==> config.mk <==
export PLATFORM = sky130hd
export DESIGN_NAME = cla_pipe_adder
export DESIGN_NICKNAME = d
export VERILOG_FILES = /design/src/rtl/cla_pkg.sv /design/src/rtl/cla_slice.sv /design/src/rtl/cla_pipe_adder.sv
export SDC_FILE = /design/constraint.sdc
export NUM_CORES = 1
export LEC_CHECK = 0
export ABC_AREA = 0
export CAP_MARGIN = 20
export CORE_ASPECT_RATIO = 0.75
export CORE_MARGIN = 8
export CORE_UTILIZATION = 49
export DETAILED_ROUTE_END_ITERATION = 6
export PLACE_DENSITY = 0.82
export SETUP_SLACK_MARGIN = 0.02
export SLEW_MARGIN = 30
export SYNTH_ARGS = -nofsm -noshare
export SYNTH_HDL_FRONTEND = slang
export SYNTH_SLANG_ARGS = --single-unit
==> constraint.sdc <==
create_clock -name clk -period 6.8 [get_ports clk]
set_input_delay 1.7 -clock clk [delete_from_list [all_inputs] [get_ports clk]]
set_output_delay 1.7 -clock clk [all_outputs]
set_load 0.1 [all_outputs]
==> src/rtl/cla_pkg.sv <==
// cla_pkg: shared defaults and 4-bit lookahead
// helpers for the pipelined carry-lookahead adder.
package cla_pkg;

  localparam int DEF_WIDTH = 32;
  localparam int DEF_SLICE = 8;
  localparam int GRP       = 4;

  // group generate as a flat sum of products
  function automatic logic grp_gen(
    input logic [GRP-1:0] g,
    input logic [GRP-1:0] p
  );
    logic acc;
    logic pp;
    acc = 1'b0;
    pp  = 1'b1;
    for (int m = GRP - 1; m >= 0; m--) begin
      acc = acc | (pp & g[m]);
      pp  = pp & p[m];
    end
    return acc;
  endfunction

  // carry into each bit of a group, flat sum of
  // products from the group carry-in
  function automatic logic [GRP-1:0] grp_carry(
    input logic [GRP-2:0] g,
    input logic [GRP-2:0] p,
    input logic           ci
  );
    logic [GRP-1:0] c;
    logic           acc;
    logic           pp;
    c = '0;
    for (int i = 0; i < GRP; i++) begin
      acc = 1'b0;
      pp  = 1'b1;
      for (int m = i - 1; m >= 0; m--) begin
        acc = acc | (pp & g[m]);
        pp  = pp & p[m];
      end
      c[i] = acc | (pp & ci);
    end
    return c;
  endfunction

endpackage

==> src/rtl/cla_slice.sv <==
// cla_slice: combinational N-bit adder built from
// 4-bit lookahead groups with group lookahead.
module cla_slice
  import cla_pkg::*;
#(
  parameter int N = DEF_SLICE
) (
  input  logic [N-1:0] a,
  input  logic [N-1:0] b,
  input  logic         cin,
  output logic [N-1:0] sum,
  output logic         cout,
  output logic         cmsb
);

  localparam int NG = N / GRP;

  logic [N-1:0]  g;
  logic [N-1:0]  p;
  logic [N-1:0]  c;
  logic [NG-1:0] gg;
  logic [NG-1:0] gp;
  logic [NG:0]   gc;

  assign g = a & b;
  assign p = a ^ b;

  // per-group generate and propagate
  always_comb begin
    gg = '0;
    gp = '0;
    for (int j = 0; j < NG; j++) begin
      gg[j] = grp_gen(g[j*GRP +: GRP], p[j*GRP +: GRP]);
      gp[j] = &p[j*GRP +: GRP];
    end
  end

  // group carries straight from cin, no chaining
  always_comb begin
    logic acc;
    logic pp;
    gc  = '0;
    acc = 1'b0;
    pp  = 1'b1;
    for (int j = 0; j <= NG; j++) begin
      acc = 1'b0;
      pp  = 1'b1;
      for (int m = j - 1; m >= 0; m--) begin
        acc = acc | (pp & gg[m]);
        pp  = pp & gp[m];
      end
      gc[j] = acc | (pp & cin);
    end
  end

  // bit carries inside each group
  always_comb begin
    c = '0;
    for (int j = 0; j < NG; j++) begin
      c[j*GRP +: GRP] = grp_carry(
        g[j*GRP +: GRP-1],
        p[j*GRP +: GRP-1],
        gc[j]);
    end
  end

  assign sum  = p ^ c;
  assign cout = gc[NG];
  assign cmsb = c[N-1];

endmodule

==> src/rtl/cla_pipe_adder.sv <==
// cla_pipe_adder: add/sub pipelined one slice per
// stage; upper operand slices ride along as skew.
module cla_pipe_adder
  import cla_pkg::*;
#(
  parameter int WIDTH = DEF_WIDTH,
  parameter int SLICE = DEF_SLICE
) (
  input  logic             clk,
  input  logic             rst_n,
  input  logic             in_valid,
  output logic             in_ready,
  input  logic [WIDTH-1:0] a,
  input  logic [WIDTH-1:0] b,
  input  logic             cin,
  input  logic             sub,
  output logic             out_valid,
  input  logic             out_ready,
  output logic [WIDTH-1:0] sum,
  output logic             cout,
  output logic             ovf
);

  localparam int NSTG = WIDTH / SLICE;

  if (WIDTH < 8 || WIDTH > 64 || SLICE < GRP ||
      SLICE % GRP != 0 || WIDTH % SLICE != 0)
  begin : g_bad
    $fatal(1, "cla_pipe_adder: illegal WIDTH/SLICE");
  end

  logic [WIDTH-1:0] eb;
  logic             ec;
  logic             en;

  assign eb       = sub ? ~b : b;
  assign ec       = sub | cin;
  assign en       = !out_valid || out_ready;
  assign in_ready = !rst_n || en;

  // ra rotates: consumed A slices leave the bottom,
  // finished sum slices enter the top
  for (genvar k = 0; k < NSTG; k++) begin : g_stg
    localparam int IN = WIDTH - k * SLICE;

    logic [WIDTH-1:0] xa;
    logic [IN-1:0]    xb;
    logic             xc;
    logic             xv;
    logic [SLICE-1:0] s;
    logic             co;
    logic             cm;
    logic             rv;
    logic             rc;
    logic [WIDTH-1:0] ra;

    if (k == 0) begin : g_src
      assign xa = a;
      assign xb = eb;
      assign xc = ec;
      assign xv = in_valid;
    end else begin : g_src
      assign xa = g_stg[k-1].ra;
      assign xb = g_stg[k-1].g_mid.rb;
      assign xc = g_stg[k-1].rc;
      assign xv = g_stg[k-1].rv;
    end

    cla_slice #(
      .N(SLICE)
    ) u_slice (
      .a    (xa[SLICE-1:0]),
      .b    (xb[SLICE-1:0]),
      .cin  (xc),
      .sum  (s),
      .cout (co),
      .cmsb (cm)
    );

    // stage valid bit, cleared by reset
    always_ff @(posedge clk) begin
      if (!rst_n) rv <= 1'b0;
      else if (en) rv <= xv;
    end

    if (k < NSTG - 1) begin : g_mid
      logic [IN-SLICE-1:0] rb;
      logic                unused_cm;
      assign unused_cm = cm;

      // skewed operands and slice carry, no reset
      always_ff @(posedge clk) begin
        if (en) begin
          rb <= xb[IN-1:SLICE];
          ra <= WIDTH'({s, xa} >> SLICE);
          rc <= co;
        end
      end
    end else begin : g_last
      logic ro;

      // result registers, held while stalled
      always_ff @(posedge clk) begin
        if (!rst_n) begin
          ra <= '0;
          rc <= 1'b0;
          ro <= 1'b0;
        end else if (en) begin
          ra <= WIDTH'({s, xa} >> SLICE);
          rc <= co;
          ro <= cm ^ co;
        end
      end
    end
  end

  assign out_valid = g_stg[NSTG-1].rv;
  assign sum       = g_stg[NSTG-1].ra;
  assign cout      = g_stg[NSTG-1].rc;
  assign ovf       = g_stg[NSTG-1].g_last.ro;

endmodule

==> summary.md <==
The run gives 0 as the warning count from the yosys run. In the final routed layout, each cell accounts on average for 14.9 um. From synthesis to final layout, the design area changed by 25.0%. The number of flops mapped to enable cells by yosys works out to 147.

The power density normalized to cell area was 340 nW/um^2; the count of nets left with antenna violations after detail routing was 0. The run gives 0.0127 ns as the worst clock skew. In this run, placement finished with an instance count of 797.

The tools report the number of buffers inserted for hold repair after clock tree synthesis as 0. Counting every sink on the clock net gives 185. The total number of H-tree levels is 4, and the number of cells on the worst reg-to-reg path is 6.

The sequential cell area fraction in the yosys report was 70.4%. The min-delay analysis places its worst path in the category reg -> reg. The cell area after technology mapping was 7350 sq um; the leakage power figure was 3.63 nW.

For this run, the top clock speed supported by timing is 214 MHz. Detailed routing inserted a total of 4073 vias. Setup repair after global routing left no endpoint under its margin. The count of instances resized after the clock tree is built came out at 0. The flow ran to the end, and the final reports show no timing, DRC or antenna violations.

The top-area cell type share of the netlist area came out at 60.1%. The commonest cells after synthesis are 147 x edfxtp_1, 68 x nand2_1, 38 x dfxtp_1, 37 x xor2_1, 32 x ha_1. The finished layout holds 829 standard cells, fillers aside. The worst setup path is captured at an output port. Entering global routing, the biggest net connects 88 pins. CTS root buffer: clkbuf_16. The post-synthesis net count was 613. For flop-to-flop paths, the worst setup slack is 4.41 ns. For this run, the leading register cell type out of synthesis is edfxtp_1. The endpoint identified for the worst register-to-register timing path is sum[13].

Count of max-cap constraint violations: 0. Hold path depth: 0. The largest fanout on the critical path is 36, and the buffer levels on the longest clock path is 2. The first global-routing pass estimated 20000 um of wire. 0 antenna diodes ended up in the layout. In this run the worst setup path terminates at in_ready. STA puts the critical path data required time at 5.10 ns.

Across the VDD grid, the largest voltage drop is 0.212 mV. After detailed routing, the number of remaining DRC violations is 0. By area the synthesized netlist is led by edfxtp_1 60%, dfxtp_1 10%, ha_1 5.4%. The tools report the clock latency on the worst-skew pair as 0.42 ns.

The die height is 122 um, and the post-route setup TNS is 0 ns. The initial core utilization was 50.5%; the worst path arrival time was 2.96 ns. The count of boundary I/O pins came out at 106. The launching element type of the critical path was an input port. The hold violation total from the final report was 0; the TritonCTS buffer count was 17. In this run the worst setup path begins at out_ready. The row count came out at 38. The logs give 726 for the layout net count and 14500 sq um for the standard cell core area. Most frequent cell after synthesis: edfxtp_1. The DRC violation total after the first TritonRoute iteration is 204, and the post-synthesis cell count is 503. For this run, asynchronously set or reset flops after synthesis account for 0%. The post-synthesis cell type with the largest combined area is edfxtp_1.

At the pin with the least slew margin, the transition time is 1.03 ns. The layout cell share with drive strength beyond 1 works out to 6.84%. The via count of the first global-routing pass is 4345. TritonCTS built the clock tree.

The number of antenna violations at the first check in global routing is 0, and the register bit count reported by yosys is 185. In the finished design, the share of the clock period the worst path needs comes to 68.6%. The first detailed-routing pass ran for 4 iterations. Category of the critical setup timing path: in -> out. In this run the tightest slew margin relative to its limit is 31.4%. The die covers 19200 sq um. Summed over all layers, the routed wires come to 12300 um.

Detailed placement ended at an HPWL of 8570 um. After synthesis, the mean cell area works out to 14.6 sq um. For this run, the total global-route usage over all layers was measured as 13.4%. The final max-slew violation count came out at 0.

The count of port buffers added during placement works out to 105. The die is 157 um wide. The register clock-pin slew on the reported worst setup and hold paths works out to 0.07 ns. Counting I/O delays and the setup requirement, the final critical path takes 4.66 ns. The worst register-to-register path begins at out_valid. In the routed layout, each cell is associated on average with a via count of 4.91. The global route total overflow is 0. The final weighted congestion in routability-driven placement is 0.792. Number of setup violations in the final report: 0. The run gives 40 as the number of unique standard cell types used by synthesis.

The number of setup buffers added after CTS is 0.
-- cell families after synthesis --
kind of cell,synth area share [%]
compound gates,7.65
xor+xnor,5.96
fa+ha+maj,7.63
buf+inv,2.32
flops,70.4
mux,0.136
simple gates,5.88
-- final cells by class --
| type | count | area, sq um |
|---|---|---|
| multi-input combinational | 276 | 2010 |
| clock buffer | 19 | 443 |
| clock inverter | 13 | 120 |
| inverter | 26 | 103 |
| fill | 1052 | 5370 |
| timing repair buffer | 110 | 1080 |
| sequential | 185 | 5170 |
| tap | 200 | 250 |
-- state kept, by name, summed over array words and instances, names as in the netlist --
| signal | flops |
|---|---|
| g_stg.g_mid.rb | 48 |
| ovf | 1 |
| sum | 32 |
| g_stg.rc | 3 |
| g_stg.ra | 96 |
| cout | 1 |
| g_stg.rv | 3 |
| out_valid | 1 |
-- through the flow --
step / area, sq um / setup WS, ns / util (%) / hold slack (ns) / total power, mW
4_1_cts: 9180 / 2.13 / 63.1 / 0.411 / 3.15
3_3_place_gp: 8620 / 2.13 / 59.2 / 0.402 / 2.19
3_5_place_dp: 8620 / 2.13 / 59.2 / 0.405 / 2.22
6_report: 9180 / 2.14 / 63.1 / 0.408 / 3.12
2_1_floorplan: 7350 / 2.26 / - / 0.400 / 2.02
5_1_grt: 9180 / 2.05 / 63.1 / 0.410 / 3.25
-- worst max-delay path, cell delays in order --
cell	delay, ns
clkdlybuf4s50_1	0.44
nor2b_4	0.11
buf_4	0.37
nand2_1	0.09
buf_4	0.24
-- per-layer routing --
metal | track usage [%] | vias up | routed length, um | part of all wire, %
li1 | - | 2014 | - | -
met1 | 14.5 | 1947 | 5120 | 42
met2 | 23.5 | 93 | 6270 | 51
met3 | 4.85 | 19 | 678 | 5.5
met4 | 5.63 | 0 | 259 | 2.1
met5 | 0 | - | 0 | 0
-- power by group --
group	leakage [nW]	switching (mW)	internal [mW]
registers	1.87	0.0701	1.45
logic	1.49	0.462	0.216
clock network	0.270	0.408	0.517
-- how the worst min path moves through the flow --
| stage | from | endpoint | slack [ns] |
|---|---|---|---|
| floorplan | g_stg[0].g_mid.rb[8] | g_stg[1].g_mid.rb[0] | 0.40 |
| global placement | g_stg[0].ra[29] | g_stg[1].ra[21] | 0.40 |
| detailed placement | g_stg[0].g_mid.rb[10] | g_stg[1].g_mid.rb[2] | 0.40 |
| CTS | g_stg[1].ra[17] | g_stg[2].ra[9] | 0.41 |
| global route | g_stg[1].ra[15] | g_stg[2].ra[7] | 0.41 |
| finish | g_stg[1].ra[15] | g_stg[2].ra[7] | 0.41 |
-- layout by cell type (no fill, tap or decap), drive strengths merged, types with 2 or more instances in the layout --
master / instances
nor3: 6
a21o: 9
clkinvlp: 3
o21bai: 2
clkinv: 6
o21a: 6
nor2b: 2
xnor2: 13
buf: 7
nand4: 3
fa: 8
edfxtp: 147
clkbuf: 19
inv: 29
xor2: 37
o211a: 2
nand2: 68
a21oi: 15
dfxtp: 38
ha: 32
a21boi: 30
o21ai: 11
a31oi: 2
nor2: 14
nand3: 2
or2: 3
clkdlybuf4s50: 103
Power figures use the tool's default switching activity.
